$ cat src/rtl/line_follow_pi_cntrl.sv
// Line-follower IR sequencer with PI steering loop and ramped forward speed.
// Optional IR_PWM_EN: active IR emitter bit gated by an 8-bit free-running PWM.
module line_follow_pi_cntrl #(
    parameter int              NUM_PAIRS  = 3,
    parameter int              RES_W      = 12,
    parameter int              SETTLE_CYC = 4096,
    parameter int              GAP_CYC    = 32,
    parameter logic [15:0]     KP         = 16'h3680,
    parameter logic [15:0]     KI         = 16'h0500,
    parameter int              INT_DEC    = 4,
    parameter logic [RES_W-1:0] FWD_MAX   = 12'h700
) (
    input  logic                 clk,
    input  logic                 rst,
    input  logic                 go,
    output logic                 strt_cnv,
    output logic [2:0]           chnnl,
    input  logic                 cnv_cmplt,
    input  logic [RES_W-1:0]     A2D_res,
    output logic [NUM_PAIRS-1:0] IR_en,
    output logic [7:0]           LEDs,
    output logic [RES_W-2:0]     lft,
    output logic [RES_W-2:0]     rht,
    output logic                 frm_done
);

    localparam int AW = RES_W + NUM_PAIRS + 1;
    localparam int PW = RES_W + 17;
    localparam int CMAX = (SETTLE_CYC > GAP_CYC) ? SETTLE_CYC : GAP_CYC;
    localparam int CW = $clog2(CMAX + 1);
    localparam int FW = $clog2(INT_DEC + 1);
    localparam logic signed [PW-1:0] P_HI = {{(PW-RES_W+1){1'b0}}, {(RES_W-1){1'b1}}};
    localparam logic signed [PW-1:0] P_LO = ~P_HI;

    typedef enum logic [3:0] {
        IDLE, SETTLE, CNV_R, GAP, CNV_L, NEXT,
        ERR, INTG, PMUL, IMUL, MOT_R, MOT_L
    } state_t;

    state_t                    r_state;
    logic [CW-1:0]             r_cnt;
    logic [1:0]                r_p;
    logic [FW-1:0]             r_fc;
    logic                      r_ph;
    logic                      r_strt;
    logic                      r_frm;
    logic [2:0]                r_chnnl;
    logic signed [AW-1:0]      r_acc;
    logic signed [RES_W-1:0]   r_err;
    logic signed [RES_W-1:0]   r_int;
    logic signed [RES_W-1:0]   r_pc;
    logic signed [RES_W-1:0]   r_ic;
    logic signed [RES_W-1:0]   r_fwd;
    logic signed [RES_W-1:0]   r_lft;
    logic signed [RES_W-1:0]   r_rht;
    logic signed [PW-1:0]      r_prod;

    logic signed [AW-1:0]      w_sh;
    logic signed [PW-1:0]      w_acc_x;
    logic signed [PW-1:0]      w_err_x;
    logic signed [PW-1:0]      w_int_x;
    logic signed [PW-1:0]      w_fwd_x;
    logic signed [PW-1:0]      w_pc_x;
    logic signed [PW-1:0]      w_ic_x;
    logic signed [PW-1:0]      w_kp_x;
    logic signed [PW-1:0]      w_ki_x;
    logic [NUM_PAIRS-1:0]      w_ir;
    logic                      w_win;
    logic                      w_unused;

    function automatic logic signed [RES_W-1:0] sat(input logic signed [PW-1:0] v);
        if (v > P_HI)
            sat = {1'b0, {(RES_W-1){1'b1}}};
        else if (v < P_LO)
            sat = {1'b1, {(RES_W-1){1'b0}}};
        else
            sat = v[RES_W-1:0];
    endfunction

    function automatic logic [2:0] rch(input logic [1:0] p);
        case (p)
            2'd0:    rch = 3'd1;
            2'd1:    rch = 3'd4;
            2'd2:    rch = 3'd3;
            default: rch = 3'd5;
        endcase
    endfunction

    function automatic logic [2:0] lch(input logic [1:0] p);
        case (p)
            2'd0:    lch = 3'd0;
            2'd1:    lch = 3'd2;
            2'd2:    lch = 3'd7;
            default: lch = 3'd6;
        endcase
    endfunction

    // A2D results are unsigned magnitudes, weighted by 2^pair
    assign w_sh    = $signed({{(AW-RES_W){1'b0}}, A2D_res} << r_p);
    assign w_acc_x = {{(PW-AW){r_acc[AW-1]}}, r_acc};
    assign w_err_x = {{(PW-RES_W){r_err[RES_W-1]}}, r_err};
    assign w_int_x = {{(PW-RES_W){r_int[RES_W-1]}}, r_int};
    assign w_fwd_x = {{(PW-RES_W){r_fwd[RES_W-1]}}, r_fwd};
    assign w_pc_x  = {{(PW-RES_W){r_pc[RES_W-1]}}, r_pc};
    assign w_ic_x  = {{(PW-RES_W){r_ic[RES_W-1]}}, r_ic};
    assign w_kp_x  = {{(PW-16){1'b0}}, KP};
    assign w_ki_x  = {{(PW-16){1'b0}}, KI};

    assign w_win = (r_state == SETTLE) || (r_state == CNV_R) ||
                   (r_state == GAP) || (r_state == CNV_L);
    assign w_ir  = w_win ? (NUM_PAIRS'(1) << r_p) : '0;

`ifdef IR_PWM_EN
    localparam logic [7:0] IR_DUTY = 8'h8C;
    logic [7:0] r_pwm;

    always_ff @(posedge clk) begin
        if (rst)
            r_pwm <= '0;
        else
            r_pwm <= r_pwm + 8'd1;
    end

    assign IR_en = (r_pwm < IR_DUTY) ? w_ir : '0;
`else
    assign IR_en = w_ir;
`endif

    assign strt_cnv = r_strt;
    assign chnnl    = r_chnnl;
    assign frm_done = r_frm;
    assign LEDs     = r_err[RES_W-1:RES_W-8];
    assign lft      = r_lft[RES_W-1:1];
    assign rht      = r_rht[RES_W-1:1];
    assign w_unused = ^{r_lft[0], r_rht[0]};

    always_ff @(posedge clk) begin
        if (rst || !go) begin
            r_state <= IDLE;
            r_cnt   <= '0;
            r_p     <= '0;
            r_fc    <= '0;
            r_ph    <= 1'b0;
            r_strt  <= 1'b0;
            r_frm   <= 1'b0;
            r_chnnl <= '0;
            r_acc   <= '0;
            r_err   <= '0;
            r_int   <= '0;
            r_pc    <= '0;
            r_ic    <= '0;
            r_fwd   <= '0;
            r_lft   <= '0;
            r_rht   <= '0;
            r_prod  <= '0;
        end else begin
            r_strt <= 1'b0;
            r_frm  <= 1'b0;
            case (r_state)
                IDLE: begin
                    r_acc   <= '0;
                    r_p     <= '0;
                    r_cnt   <= '0;
                    r_state <= SETTLE;
                end
                SETTLE: begin
                    if (r_cnt == CW'(SETTLE_CYC - 1)) begin
                        r_cnt   <= '0;
                        r_strt  <= 1'b1;
                        r_chnnl <= rch(r_p);
                        r_state <= CNV_R;
                    end else begin
                        r_cnt <= r_cnt + CW'(1);
                    end
                end
                CNV_R: begin
                    if (cnv_cmplt) begin
                        r_acc   <= r_acc + w_sh;
                        r_state <= GAP;
                    end
                end
                GAP: begin
                    if (r_cnt == CW'(GAP_CYC - 1)) begin
                        r_cnt   <= '0;
                        r_strt  <= 1'b1;
                        r_chnnl <= lch(r_p);
                        r_state <= CNV_L;
                    end else begin
                        r_cnt <= r_cnt + CW'(1);
                    end
                end
                CNV_L: begin
                    if (cnv_cmplt) begin
                        r_acc   <= r_acc - w_sh;
                        r_state <= NEXT;
                    end
                end
                NEXT: begin
                    if (r_p == 2'(NUM_PAIRS - 1)) begin
                        r_state <= ERR;
                    end else begin
                        r_p     <= r_p + 2'd1;
                        r_state <= SETTLE;
                    end
                end
                ERR: begin
                    r_err <= sat(w_acc_x);
                    if (r_fc == FW'(INT_DEC - 1))
                        r_fc <= '0;
                    else
                        r_fc <= r_fc + FW'(1);
                    r_state <= INTG;
                end
                INTG: begin
                    if (r_fc == '0) begin
                        r_int <= sat(w_int_x + w_err_x);
                        if ($unsigned(r_fwd) < FWD_MAX)
                            r_fwd <= r_fwd + {{(RES_W-1){1'b0}}, 1'b1};
                    end
                    r_ph    <= 1'b0;
                    r_state <= PMUL;
                end
                PMUL: begin
                    if (!r_ph) begin
                        r_prod <= w_err_x * w_kp_x;
                        r_ph   <= 1'b1;
                    end else begin
                        r_pc    <= sat(r_prod >>> 12);
                        r_ph    <= 1'b0;
                        r_state <= IMUL;
                    end
                end
                IMUL: begin
                    if (!r_ph) begin
                        r_prod <= w_int_x * w_ki_x;
                        r_ph   <= 1'b1;
                    end else begin
                        r_ic    <= sat(r_prod >>> 12);
                        r_ph    <= 1'b0;
                        r_state <= MOT_R;
                    end
                end
                MOT_R: begin
                    r_rht   <= sat(w_fwd_x - w_pc_x - w_ic_x);
                    r_state <= MOT_L;
                end
                MOT_L: begin
                    r_lft   <= sat(w_fwd_x + w_pc_x + w_ic_x);
                    r_frm   <= 1'b1;
                    r_state <= IDLE;
                end
                default: r_state <= IDLE;
            endcase
        end
    end

endmodule

$ cat config.mk
export PLATFORM = sky130hd
export DESIGN_NAME = line_follow_pi_cntrl
export DESIGN_NICKNAME = d
export VERILOG_FILES = /design/src/rtl/line_follow_pi_cntrl.sv
export SDC_FILE = /design/constraint.sdc
export NUM_CORES = 1
export LEC_CHECK = 0
export CAP_MARGIN = 25
export CORE_MARGIN = 4
export CORE_UTILIZATION = 60
export DETAILED_ROUTE_END_ITERATION = 8
export PLACE_DENSITY = 0.79
export SLEW_MARGIN = 20
export SYNTH_ARGS = -nofsm -noshare
export SYNTH_HDL_FRONTEND = slang
export SYNTH_SLANG_ARGS = --single-unit
$ cat constraint.sdc
create_clock -name clk -period 4.54 [get_ports clk]
set_input_delay 0.681 -clock clk [delete_from_list [all_inputs] [get_ports clk]]
set_output_delay 0.681 -clock clk [all_outputs]
set_load 0.05 [all_outputs]
==> out/metrics.cfg <==
[worst_setup_path]
rrSetupSlack_ps = 220
critPathKind = flip-flop to flip-flop
cp-startpoint = r_err[4]
reg2reg_from = r_err[4]
rr_worst_depth = 16
start_kind = flip-flop
crit_fanout = 6
arrival_ps = 4680
worstPathRequired_ps = 4900
crit_path_end_kind = flip-flop
reg2reg_to = r_prod[25]

[global_routing]
grt-ovfl-total = 0
antenna_found_initial = 0
grt_use_total = 0.2625
grt_pass1_wl_um = 48680
grt_pass1_vias = 10300
grt_max_degree = 88

[synth]
avgSynthCellArea_um2 = 8.045
yosys-top-cells-area = dfxtp_1 (23%), ha_1 (14%), fa_1 (9.1%), a21oi_1 (5.9%), nor2_1 (5.6%)
synthFlopType = dfxtp_1
seq_area_frac_synth = 0.2325
synth_edf_count = 0
syn-instance-count = 1509
syn_area_mm2 = 0.01214
ys_ff_latch = 141
yosysMostFrequentCell = nor2_1
netlist.area_leader.share = 0.2325
async_reset_ff_frac = 0
synth_cell_types = 72
ys_warn_count = 0
synth_fp_nets = 1716
netlist_top_cells_count = nor2_1 (180), a21oi_1 (143), dfxtp_1 (141)
synth_largest_area_cell = dfxtp_1

[worst_hold_path]
min_path_type = flip-flop to flip-flop
hold_depth = 2
min-delay-start = r_prod[12]
hold_end = r_prod[12]

[routing]
wirelength_um = 29170
routed-via-count = 10622
first_pass_iters = 5
wl_per_cell_um = 16.08
drt-vias-per-instance = 5.856
drcViolationCount = 0
drtIter0Drc = 636
ant_nets = 0

[timing]
fmax_mhz = 231.4
setup_viol = 0
fin_crit_ps = 4322
whs_ps = 457.8
fin_tns_setup_ps = 0
finClkSkew_ps = 10.27
slew_viol_final = 0
worst_pin_slew_ps = 1006
relSlewSlack = 0.3292
period_share = 0.9519
finalHoldViolCount = 0
rsz0062_at_grt = no

[clock_tree]
cts_buffers = 17
cts.htree.levels = 4
clk_latency_ps = 430
post-cts-setup-buffer-count = 0
cts_resized = 0
clk_path_buf_depth = 2
cts_hold_buf = 0
root_buffer = clkbuf_16
tritoncts = done
clk_pin_slew_worst_paths_ps = 60
cts_sinks = 141

[die]
ios = 54
die_y_um = 150.2
die_x_um = 150.2
die_area_mm2 = 0.02257
initial_core_util = 0.6177
fp.coreArea_mm2 = 0.01965
num_rows = 51

[layout]
nets = 1744
n_antenna_cell = 0
fin_area_mm2 = 0.01349
layout.cells.non_filler = 1814
num-fill-cells = 1646
area_delta_synth_final_pct = 11.09
drive_above_1_share = 0.05100

[run]
maxCapViolations = 0

[place]
gp_congestion = 0.8676
placement.cell_area_mm2 = 0.01289
place_hpwl_um = 22450
dp.cells = 1783
io_buffers = 53

[power]
leakage_uw = 0.005848
powerDensity_mw_per_mm2 = 205.2
peakVddDrop_mv = 0.2494
pwr-share-clk = 0.500
power.share.sequential = 0.449
switchingPower_uw = 673.4
switching_share = 0.2434
p_int_uw = 2094
comb_power_share = 0.052

[outcome]
status = finished clean

==> cell type report <==
cell class / count / area (um2) / area share
clock inverter: 10 / 103.9 / 0.007700
sequential: 141 / 2825 / 0.2095
multi-input combinational: 1172 / 8583 / 0.6364
tap: 265 / 331.6 / 0.02458
timing repair buffer: 71 / 669.4 / 0.04963
clock buffer: 21 / 470.5 / 0.03488
inverter: 134 / 503.0 / 0.03729
==> kinds of logic (layout without fill, tap and decap cells) <==
logic type	count (synthesis)	count (layout)	synth area share
AOI/OAI and AO/OA	409	409	0.2081
xor gates and xnor gates	94	94	0.06781
adders and majority gates	192	192	0.2317
buffers and inverters	196	236	0.06359
DFF	141	141	0.2325
muxes	19	19	0.01803
and+or+nand+nor	458	458	0.1783
==> per-stage QoR <==
step | utilization | total power (uW) | setup WS [ps]
6_report | 0.6862 | 2767 | 218.2
5_1_grt | 0.6862 | 2835 | 2.771
4_1_cts | 0.6852 | 2770 | 198.0
3_5_place_dp | 0.6560 | 1410 | 75.73
3_3_place_gp | 0.6554 | 1407 | 261.6
2_1_floorplan | - | 1366 | 407.1
==> worst max-delay path, stage by stage (launching register included) <==
cell and delay [ps]:
dfxtp_1 490, ha_1 330, fa_1 500, fa_1 560, inv_1 60, fa_1 540
inv_1 40, ha_1 340, and4_1 240, nand2_1 70, o21ai_0 100, a31oi_1 100
a211o_1 310, o21ai_0 210, xor2_1 160, nand2_1 60, a21oi_1 130
==> placed cells by master (no fill, tap or decap), types with 10 or more instances in the layout <==
| master | count |
|---|---|
| nor2_1 | 180 |
| a21oi_1 | 143 |
| dfxtp_1 | 139 |
| ha_1 | 135 |
| inv_1 | 131 |
| nand2_1 | 93 |
| o21ai_0 | 86 |
| xnor2_1 | 60 |
| fa_1 | 55 |
| clkdlybuf4s50_1 | 53 |
| xor2_1 | 34 |
| a21o_1 | 30 |
| nor3_1 | 26 |
| nor2b_1 | 24 |
| nand3_1 | 24 |
| o21ai_1 | 21 |
| and3_1 | 19 |
| nand2b_1 | 17 |
| clkbuf_16 | 17 |
| buf_4 | 17 |
| a22oi_1 | 16 |
| o21a_1 | 15 |
| mux2i_1 | 14 |
| a31oi_1 | 13 |
| nand4_1 | 12 |
| nor3b_1 | 12 |
| o21bai_1 | 11 |
| a311oi_1 | 11 |
| or3_1 | 10 |
| o211ai_1 | 10 |
==> layer usage <==
| layer | vias to the layer above | routed length, um | track usage |
|---|---|---|---|
| met5 | - | 0 | 0 |
| met4 | 0 | 689 | 0.08326 |
| met3 | 48 | 1102 | 0.03552 |
| met2 | 228 | 14710 | 0.4677 |
| met1 | 5054 | 12670 | 0.3289 |
| li1 | 5292 | - | - |
==> worst max-delay path by stage <==
stage                  to  slack [ps]  cells after the start
6_report       r_prod[25]         220                     16
3_5_place_dp    r_acc[15]          80                     17
5_1_grt        r_prod[25]           3                     18
3_3_place_gp    r_acc[15]         260                     17
2_1_floorplan  r_prod[25]         410                     17
4_1_cts        r_prod[27]         200                     18
==> flip-flops by register name, summed over array words and instances, names as in the netlist, 3 cells and up <==
signal / flops
r_ic: 12
r_fwd: 12
r_pc: 12
r_cnt: 13
r_acc: 16
r_rht: 11
r_err: 12
r_state: 4
r_lft: 11
r_prod: 15
r_int: 12
r_fc: 3
chnnl: 3
==> power groups by stage <==
stage | registers, uW | clock network, uW | logic, uW
after detailed placement | 1270 | 0 | 141
final | 1240 | 1380 | 143
after global routing | 1240 | 1440 | 158
after CTS | 1240 | 1390 | 142
after floorplan | 1270 | 0 | 98.3
after global placement | 1270 | 0 | 138
(Power assumes the default switching activity.)
